## config.mk

```make
export PLATFORM = sky130hd
export DESIGN_NAME = riscv_run_controller_flat
export DESIGN_NICKNAME = d
export VERILOG_FILES = /design/src/rtl/riscv_run_controller_if.sv /design/src/rtl/riscv_run_controller.sv /design/src/flat_wrapper.sv
export SDC_FILE = /design/constraint.sdc
export NUM_CORES = 1
export LEC_CHECK = 0
export BUFFER_PORTS_ARGS = -buffer_cell sky130_fd_sc_hd__buf_2
export CAP_MARGIN = 20
export CELL_PAD_IN_SITES_DETAIL_PLACEMENT = 1
export CELL_PAD_IN_SITES_GLOBAL_PLACEMENT = 1
export CORE_UTILIZATION = 32
export CTS_CLUSTER_DIAMETER = 150
export DETAILED_ROUTE_END_ITERATION = 8
export PLACE_DENSITY = 0.93
export SKIP_CTS_REPAIR_TIMING = 1
export SYNTH_ARGS = -nofsm -noshare
export SYNTH_HDL_FRONTEND = slang
export SYNTH_SLANG_ARGS = --single-unit
```

## constraint.sdc

```tcl
create_clock -name clk -period 4.5 [get_ports clk]
set_input_delay 0.675 -clock clk [delete_from_list [all_inputs] [get_ports clk]]
set_output_delay 0.675 -clock clk [all_outputs]
set_load 0.005 [all_outputs]
```

## src/rtl/riscv_run_controller_if.sv

```systemverilog
// Program-load stream from the host plus the instruction-memory write port it drives.
// The controller takes the slave side; the host/loader takes the master side.
interface riscv_run_controller_if #(
   parameter int unsigned ADDR_W = 6
);
   logic              load_valid;
   logic              load_ready;
   logic [31:0]       load_data;
   logic              load_last;
   logic              imem_we;
   logic [ADDR_W-1:0] imem_waddr;
   logic [31:0]       imem_wdata;

   modport master (
      output load_valid, load_data, load_last,
      input  load_ready, imem_we, imem_waddr, imem_wdata
   );

   modport slave (
      input  load_valid, load_data, load_last,
      output load_ready, imem_we, imem_waddr, imem_wdata
   );
endinterface

```

## src/rtl/riscv_run_controller.sv

```systemverilog
// Boot/run sequencer: loads a program into imem with the core held in reset, then runs
// the core until its PC leaves the program or the cycle watchdog expires.
module riscv_run_controller #(
   parameter int unsigned ADDR_W     = 6,
   parameter int unsigned CNT_W      = 16,
   parameter int unsigned MAX_CYCLES = 1000
) (
   input  logic                     clk,
   input  logic                     rst,
   input  logic                     start,
   riscv_run_controller_if.slave    ldr,
   output logic                     core_rst,
   output logic                     core_run,
   input  logic [31:0]              pc_in,
   output logic                     busy,
   output logic                     done,
   output logic                     timeout,
   output logic [ADDR_W:0]          prog_len,
   output logic [CNT_W-1:0]         cycles_run
);

   typedef enum logic [1:0] {
      ST_IDLE,
      ST_LOAD,
      ST_RUN,
      ST_DONE
   } state_e;

   state_e            state_q, state_d;
   logic [ADDR_W:0]   prog_len_q, prog_len_d;
   logic [CNT_W-1:0]  cycles_run_q, cycles_run_d;
   logic              timeout_q, timeout_d;
   logic              core_rst_q, core_rst_d;
   logic              core_run_q, core_run_d;
   logic              busy_q, busy_d;
   logic              done_q, done_d;
   logic              load_ready_q, load_ready_d;

   logic              xfer;
   logic              pc_end;
   logic [CNT_W-1:0]  cycles_inc;
   logic [29:0]       pc_word;
   logic              unused_pc_lsb;

   assign pc_word       = pc_in[31:2];
   assign unused_pc_lsb = ^pc_in[1:0];
   assign xfer          = ldr.load_valid & load_ready_q;
   assign pc_end        = (pc_word >= 30'(prog_len_q));
   assign cycles_inc    = cycles_run_q + CNT_W'(1);

   always_comb begin
      state_d      = state_q;
      prog_len_d   = prog_len_q;
      cycles_run_d = cycles_run_q;
      timeout_d    = timeout_q;
      unique case (state_q)
         ST_IDLE, ST_DONE: begin
            if (start) begin
               state_d    = ST_LOAD;
               prog_len_d = '0;
               timeout_d  = 1'b0;
            end
         end
         ST_LOAD: begin
            if (xfer) begin
               prog_len_d = prog_len_q + 1'b1;
               if (ldr.load_last || (prog_len_q[ADDR_W-1:0] == '1)) begin
                  state_d      = ST_RUN;
                  cycles_run_d = '0;
               end
            end
         end
         ST_RUN: begin
            // The exit cycle (PC already past the program) is not counted as a run cycle.
            if (pc_end) begin
               state_d   = ST_DONE;
               timeout_d = 1'b0;
            end else begin
               cycles_run_d = cycles_inc;
               if (cycles_inc == CNT_W'(MAX_CYCLES)) begin
                  state_d   = ST_DONE;
                  timeout_d = 1'b1;
               end
            end
         end
         default: state_d = ST_IDLE;
      endcase

      // Outputs are decoded from the next state so they are registered with it.
      core_rst_d   = (state_d == ST_IDLE) || (state_d == ST_LOAD);
      core_run_d   = (state_d == ST_RUN);
      busy_d       = (state_d == ST_LOAD) || (state_d == ST_RUN);
      done_d       = (state_d == ST_DONE);
      load_ready_d = (state_d == ST_LOAD);
   end

   always_ff @(posedge clk) begin
      if (rst) begin
         state_q      <= ST_IDLE;
         prog_len_q   <= '0;
         cycles_run_q <= '0;
         timeout_q    <= 1'b0;
         core_rst_q   <= 1'b1;
         core_run_q   <= 1'b0;
         busy_q       <= 1'b0;
         done_q       <= 1'b0;
         load_ready_q <= 1'b0;
      end else begin
         state_q      <= state_d;
         prog_len_q   <= prog_len_d;
         cycles_run_q <= cycles_run_d;
         timeout_q    <= timeout_d;
         core_rst_q   <= core_rst_d;
         core_run_q   <= core_run_d;
         busy_q       <= busy_d;
         done_q       <= done_d;
         load_ready_q <= load_ready_d;
      end
   end

   assign ldr.load_ready = load_ready_q;
   assign ldr.imem_we    = xfer;
   assign ldr.imem_waddr = prog_len_q[ADDR_W-1:0];
   assign ldr.imem_wdata = ldr.load_data;

   assign core_rst   = core_rst_q;
   assign core_run   = core_run_q;
   assign busy       = busy_q;
   assign done       = done_q;
   assign timeout    = timeout_q;
   assign prog_len   = prog_len_q;
   assign cycles_run = cycles_run_q;

endmodule
```

## src/flat_wrapper.sv

```systemverilog
// flat-port wrapper written by rule: the top's interface ports become plain ports
module riscv_run_controller_flat 
#(
   parameter int unsigned ADDR_W     = 6,
   parameter int unsigned CNT_W      = 16,
   parameter int unsigned MAX_CYCLES = 1000
)
  (clk, rst, start, core_rst, core_run, pc_in, busy, done, timeout, prog_len, cycles_run, ldr_load_valid, ldr_load_data, ldr_load_last, ldr_load_ready, ldr_imem_we, ldr_imem_waddr, ldr_imem_wdata);
  riscv_run_controller_if #(.ADDR_W(ADDR_W)) ldr_i ();
  input  logic clk;
  input  logic rst;
  input  logic start;
  output logic core_rst;
  output logic core_run;
  input  logic [31:0] pc_in;
  output logic busy;
  output logic done;
  output logic timeout;
  output logic [ADDR_W:0] prog_len;
  output logic [CNT_W-1:0] cycles_run;
  input wire logic [$bits(ldr_i.load_valid)-1:0] ldr_load_valid;
  input wire logic [$bits(ldr_i.load_data)-1:0] ldr_load_data;
  input wire logic [$bits(ldr_i.load_last)-1:0] ldr_load_last;
  output wire logic [$bits(ldr_i.load_ready)-1:0] ldr_load_ready;
  output wire logic [$bits(ldr_i.imem_we)-1:0] ldr_imem_we;
  output wire logic [$bits(ldr_i.imem_waddr)-1:0] ldr_imem_waddr;
  output wire logic [$bits(ldr_i.imem_wdata)-1:0] ldr_imem_wdata;
  assign ldr_i.load_valid = ldr_load_valid;
  assign ldr_i.load_data = ldr_load_data;
  assign ldr_i.load_last = ldr_load_last;
  assign ldr_load_ready = ldr_i.load_ready;
  assign ldr_imem_we = ldr_i.imem_we;
  assign ldr_imem_waddr = ldr_i.imem_waddr;
  assign ldr_imem_wdata = ldr_i.imem_wdata;
  riscv_run_controller #(.ADDR_W(ADDR_W), .CNT_W(CNT_W), .MAX_CYCLES(MAX_CYCLES)) u_core (.clk(clk), .rst(rst), .start(start), .ldr(ldr_i), .core_rst(core_rst), .core_run(core_run), .pc_in(pc_in), .busy(busy), .done(done), .timeout(timeout), .prog_len(prog_len), .cycles_run(cycles_run));
endmodule
```

==> results of run 1 <==
-- cells in the mapped netlist (all sizes together) (2+ instances only) --
master,count,area share [%]
nor3,5,1.3
and4,3,1.1
a41oi,2,0.76
and3,4,1.3
and2,3,0.81
buf,44,14
a31oi,9,3.1
nand4,8,2.4
nor3b,2,0.65
nor2,21,3.7
a21o,4,1.3
inv,17,2.8
nor4,8,2.2
or3,3,0.81
clkbuf,4,0.65
a21oi,10,2.7
a311oi,4,1.5
nand3,17,3.7
a211o,2,0.76
nand2,24,4.1
o211ai,3,0.97
o31ai,2,0.65
nand2b,2,0.54
xor2,3,1.1
xnor2,6,2.3
ha,11,6.0
dfxtp,31,27
o21ai,11,2.4
nor2b,3,0.81
a22oi,6,2.2
or4,2,0.65
-- where the power goes --
group | internal, W | switching (W) | total (W)
registers | 0.000278 | 0.00000256 | 0.000281
logic | 0.0000312 | 0.0000452 | 0.0000765
clock network | 0.000179 | 0.000117 | 0.000296
-- metal layers --
layer / up-vias / GRT usage [%] / part of all wire, %
li1: 1050 / - / -
met1: 1071 / 19.9 / 41
met2: 98 / 32.4 / 49
met3: 13 / 4.64 / 8.4
met4: 0 / 6.36 / 1.6
met5: - / 0 / 0
-- area by class of cell --
class | count | area share (%)
inverters | 17 | 2.49
clock buffers | 6 | 3.22
clock inverters | 2 | 1.37
well taps | 96 | 4.69
flip-flops and latches | 31 | 24.2
multi-input cells | 190 | 50.3
repair buffers | 70 | 13.7
-- critical path: stages, from the launching register on --
cell and delay [ns]:
dfxtp_1 0.44, inv_1 0.11, ha_1 0.33, a21o_1 0.16, a21oi_1 0.17, o21ai_1 0.13, a31oi_4 0.52, o22ai_1 0.20
a21oi_4 0.24, mux2_4 0.32
-- per-stage QoR --
stage / util (%) / instances / hold WS, ns / total power [W]
after floorplan: - / 286 / 0.530 / 0.000354
after global placement: 35.6 / 404 / 0.527 / 0.000359
after detailed placement: 35.6 / 404 / 0.546 / 0.000363
after CTS: 37.3 / 412 / 0.575 / 0.000659
after global routing: 37.3 / 412 / 0.614 / 0.000682
final: 37.3 / 412 / 0.566 / 0.000654
-- cells by family (layout without fill, tap and decap cells) --
family / after synthesis / after routing / share of synthesized area [%]
fa+ha+maj: 11 / 11 / 5.96
xor+xnor: 9 / 9 / 3.41
buf+inv: 65 / 95 / 17.3
compound gates: 59 / 59 / 19.1
flops: 31 / 31 / 26.9
simple gates: 109 / 109 / 26.3
mux: 2 / 2 / 1.08
-- cell usage in the layout (no fill, tap or decap), types with 5 or more instances in the layout --
cell      Yosys  layout
xnor2_1       6       6
buf_2         5      70
o21ai_0       9       9
inv_1        17      17
dfxtp_1      31      31
a31oi_1       8       8
ha_1         11      11
nand4_1       7       7
clkbuf_8      0       6
nor4_1        8       8
nand3_1      17      17
nand2_1      22      22
nor2_1       20      20
a22oi_1       5       5
a21oi_1       9       9
-- worst max path at each step --
stage / end / slack [ns] / depth (start not counted)
5_1_grt: u_core.cycles_run[12] / 1.65 / 9
4_1_cts: u_core.busy / 1.80 / 9
2_1_floorplan: u_core.cycles_run[7] / 2.10 / 8
3_5_place_dp: u_core.busy / 1.59 / 9
6_report: u_core.busy / 1.78 / 9
3_3_place_gp: u_core.busy / 1.67 / 9
==> results by group, run 1 <==
Clock tree
  • Worst-path clk slew: 0.07 ns
  • Total clock sinks: 31
  • Worst skew pair latency: 0.30 ns
  • CTS Buf Count: 5
  • Clock root cell: clkbuf_8
  • Clock Tree Buf Depth: 2
  • H-tree lvl count: 2
  • CTS tree: done

Synth
  • Ys flop type: dfxtp_1
  • Mean post-synth cell area: 8.08 um2
  • Mapped cell area: 0.00231 mm2
  • Mapped Nets: 366
  • Cell count after synthesis: 286
  • Post-synth EDFFs: 0
  • Post-synthesis register bit count: 31
  • Post-synthesis sequential area ratio: 26.9%
  • Synth warn: 0
  • Asr flop ratio synth: 0%
  • Distinct cell type count after synthesis: 54

Timing
  • Minimum clock period: 2.72 ns
  • Skew final: 0.00833 ns
  • Setup tns final: 0 ns
  • RSZ-0062 raised after global routing: false
  • Pins Over Slew Limit: 0
  • Slew Limit Headroom: 63.0%
  • Final worst-path cycle share: 60.4%
  • Fin. Hold Viols: 0
  • Worst slew pin tran: 0.554 ns
  • Fmax: 368 MHz
  • Setup slack after layout: 1.78 ns
  • Final setup fails: 0

Place
  • RD Place Congestion: 0.817
  • DP Worst Slack: 1.59 ns
  • Placed instance area: 0.00244 mm2
  • I/O Buffers: 70
  • HPWL after DPL: 4.92 mm

GRT
  • First-pass GRT wire length: 10.4 mm
  • Vias in the first global route: 2215
  • Gr ovfl total: 0
  • GRT Overall Usage: 17.8%
  • Largest net degree at the start of global routing: 22
  • Initial antenna violation count: 0

Layout
  • FILL cells: 865
  • Multi-input combinational cell area: 0.00129 mm2
  • Max reg flops: 16
  • Antenna Cells: 0
  • Post-route cell area: 0.00256 mm2
  • Area grow syn2layout: 10.9%
  • Final nets: 395
  • Share of layout cells above drive strength 1: 29.1%
  • Sequential cell area: 621 um2

Worst setup path
  • RR Endpoint: u_core.busy
  • Startpoint Class: flip-flop
  • Max Fanout on Critical Path: 17
  • Worst EP arrival: 2.91 ns
  • R2R cell count: 9
  • CP Capture Type: flip-flop
  • Crit path kind: reg2reg
  • Crit path launch: u_core.prog_len[3]
  • Worst path required time: 4.69 ns
  • R2r startpoint: u_core.prog_len[3]
  • R2r setup slk: 1.78 ns

Die
  • Die H: 87.0 um
  • Core outline area: 0.00687 mm2
  • Top Ports: 137
  • Starting Density: 33.6%
  • Total Die Area: 0.00757 mm2
  • Row count: 30
  • Die X: 87.0 um

Routing
  • Via count: 2232
  • Pre-antenna DRT Iters: 4
  • Routed Antenna Nets: 0
  • Drc violations: 0
  • Final WL: 6.61 mm
  • 1st-iter DRT viols: 75
  • DR vias/cell: 5.42
  • Avg WL per Cell: 16.1 um

Pwr
  • Static Leak: 1.05 nW
  • Peak VDD IR: 0.149 mV
  • Pwr dens: 255 mW/mm2

Flow run
  • MaxCap Viol Count: 0

Worst hold path
  • HP Class: reg2reg
  • HP Start: u_core.cycles_run[15]
  • WHS Endpoint: u_core.cycles_run[15]
  • WHS Path Cells: 2

Outcome
  • Status: completed
Note: power is estimated with default switching activity, not from simulation.
==> run 2, diff against run 1 <==
Settings changed: CORE_UTILIZATION 32 to 30, PLACE_DENSITY 0.93 to 0.88.
Clock period 4.5 ns to 2.8 ns, I/O delays scaled along.
==> results by group, run 2 (synthesized netlist as in run 1, its figures left out) <==
Outcome
  • Status: completed

Timing
  • Setup tns final: 0 ns (unchanged)
  • Worst slew pin tran: 0.511 ns (-0.0432 ns)
  • Final worst-path cycle share: 90.5% (+30 points)
  • Fin. Hold Viols: 0 (unchanged)
  • RSZ-0062 raised after global routing: false
  • Slew Limit Headroom: 65.6% (+2.5 points)
  • Final setup fails: 0 (unchanged)
  • Skew final: 0.00628 ns (-0.00205 ns)
  • Pins Over Slew Limit: 0 (unchanged)
  • Minimum clock period: 2.53 ns (-0.186 ns)
  • Fmax: 395 MHz (+7.3%)

Clock tree
  • Total clock sinks: 31 (unchanged)
  • CTS tree: done
  • Clock Tree Buf Depth: 2 (unchanged)
  • CTS Buf Count: 5 (unchanged)
  • Worst skew pair latency: 0.29 ns (about the same)
  • H-tree lvl count: 2 (unchanged)
  • Worst-path clk slew: 0.07 ns (about the same)
  • Clock root cell: clkbuf_8

Layout
  • Area grow syn2layout: 12.3%
  • Fin util: 35.4% (-1.9 points)
  • Commonest cells after routing, fill and taps aside: buf_2, dfxtp_1, nand2_1
  • Max reg flops: 16 (unchanged)
  • Final nets: 399 (+1.0%)
  • Antenna Cells: 0 (unchanged)
  • Share of layout cells above drive strength 1: 30.0% (+0.89 points)
  • Most common cell after layout, fill and taps aside: buf_2

Die
  • Die X: 89.8 um (+3.2%)
  • Top Ports: 137 (unchanged)
  • Starting Density: 31.5% (-2.1 points)
  • Die H: 89.8 um (+3.2%)
  • Core outline area: 0.00733 mm2 (+6.7%)
  • Total Die Area: 0.00806 mm2 (+6.5%)
  • Row count: 31 (+3.3%)

Routing
  • Via count: 2212 (-0.90%)
  • Pre-antenna DRT Iters: 4 (unchanged)
  • Avg WL per Cell: 15.5 um (-3.6%)
  • DR vias/cell: 5.28 (-2.6%)
  • Final WL: 6.48 mm (-2.0%)
  • 1st-iter DRT viols: 91 (+21%)
  • Routed Antenna Nets: 0 (unchanged)
  • Drc violations: 0 (unchanged)

Worst setup path
  • Startpoint Class: flip-flop
  • R2R cell count: 10 (+1)
  • Max Fanout on Critical Path: 10 (-7)
  • Critical Path Stages: 10 (+1)
  • Worst EP arrival: 2.75 ns (-0.16 ns)
  • CP Buf/Inv Count: 2 (+1)
  • CP cell instances: inv_1, ha_1, a21o_1, a21oi_1, o21ai_1, a31oi_4, buf_4, nand2_1, or3_1, a31oi_1
  • R2r startpoint: u_core.prog_len[3]
  • Worst path required time: 3.02 ns (-1.67 ns)
  • Worst stage delay on the critical path: 0.42 ns (-0.10 ns)
  • R2r setup slk: 0.27 ns (-1.51 ns)
  • CP max-delay cell: dfxtp_1
  • Crit path kind: reg2reg
  • CP Capture Type: flip-flop
  • Top cell family by delay on the critical path: compound AO/OA/AOI/OAI gates
  • Crit path launch: u_core.prog_len[3]
  • RR Endpoint: u_core.cycles_run[4]

Pwr
  • Peak VDD IR: 0.186 mV (+24%)
  • Static Leak: 1.07 nW (+2.1%)
  • PnR Total Power: 0.00104 W (+59%)
  • Pwr dens: 400 mW/mm2 (+57%)

Worst hold path
  • WHS Endpoint: u_core.prog_len[0]
  • HP Class: in2reg
  • HP Start: rst
  • WHS Path Cells: 2 (unchanged)

GRT
  • Gr ovfl total: 0 (unchanged)
  • First-pass GRT wire length: 11.0 mm (+6.7%)
  • Initial antenna violation count: 0 (unchanged)
  • Vias in the first global route: 2306 (+4.1%)
  • GRT Overall Usage: 16.6% (-1.2 points)
  • Largest net degree at the start of global routing: 22 (unchanged)

Place
  • HPWL after DPL: 4.98 mm (+1.2%)
  • I/O Buffers: 70 (unchanged)
  • RD Place Congestion: 0.848 (+3.8%)

Flow run
  • MaxCap Viol Count: 0 (unchanged)
## run 2: cell count changes in the layout (fill, tap and decap cells not counted), sizes merged
cell	change
buf	+4
## run 2: how the worst max path moves through the flow
stage / endpoint / slack (ns)
floorplan: u_core.busy / 0.59
global route: u_core.cycles_run[2] / 0.02
finish: u_core.cycles_run[4] / 0.27
CTS: u_core.cycles_run[4] / 0.22
global placement: u_core.busy / 0.32
detailed placement: u_core.cycles_run[4] / 0.24
## run 2: final cells by class
class                           instances  area (um2)
Clock buffer                            6        82.6
Sequential cell                        31         621
Tap cell                               99         124
Multi-Input combinational cell        190        1290
Fill cell                             936        4730
Clock inverter                          2        35.0
Timing Repair Buffer                   74         380
Inverter                               17        63.8
## run 2: stage by stage
step	std cells	worst slack (ns)	hold WS [ns]	cell area [um2]
floorplan	286	0.593	0.528	2310
global placement	411	0.317	0.527	2480
detailed placement	411	0.238	0.556	2480
CTS	419	0.224	0.528	2600
global route	419	0.0175	0.570	2600
finish	419	0.266	0.532	2600
## run 2: report_power, final
part	internal [W]	switching [W]	leakage [nW]
sequential	0.000447	0.00000360	0.250
combinational	0.0000506	0.0000728	0.759
clock	0.000288	0.000175	0.0612
total	0.000785	0.000252	1.07
## run 2: layer usage
layer / part of all wire [%] / vias to the layer above / global-route usage [%]
met1: 42 / 1054 / 20.4
met3: 8.0 / 13 / 3.81
li1: - / 1052 / -
met4: 1.3 / 0 / 5.46
met2: 49 / 93 / 28.5
met5: 0 / - / 0
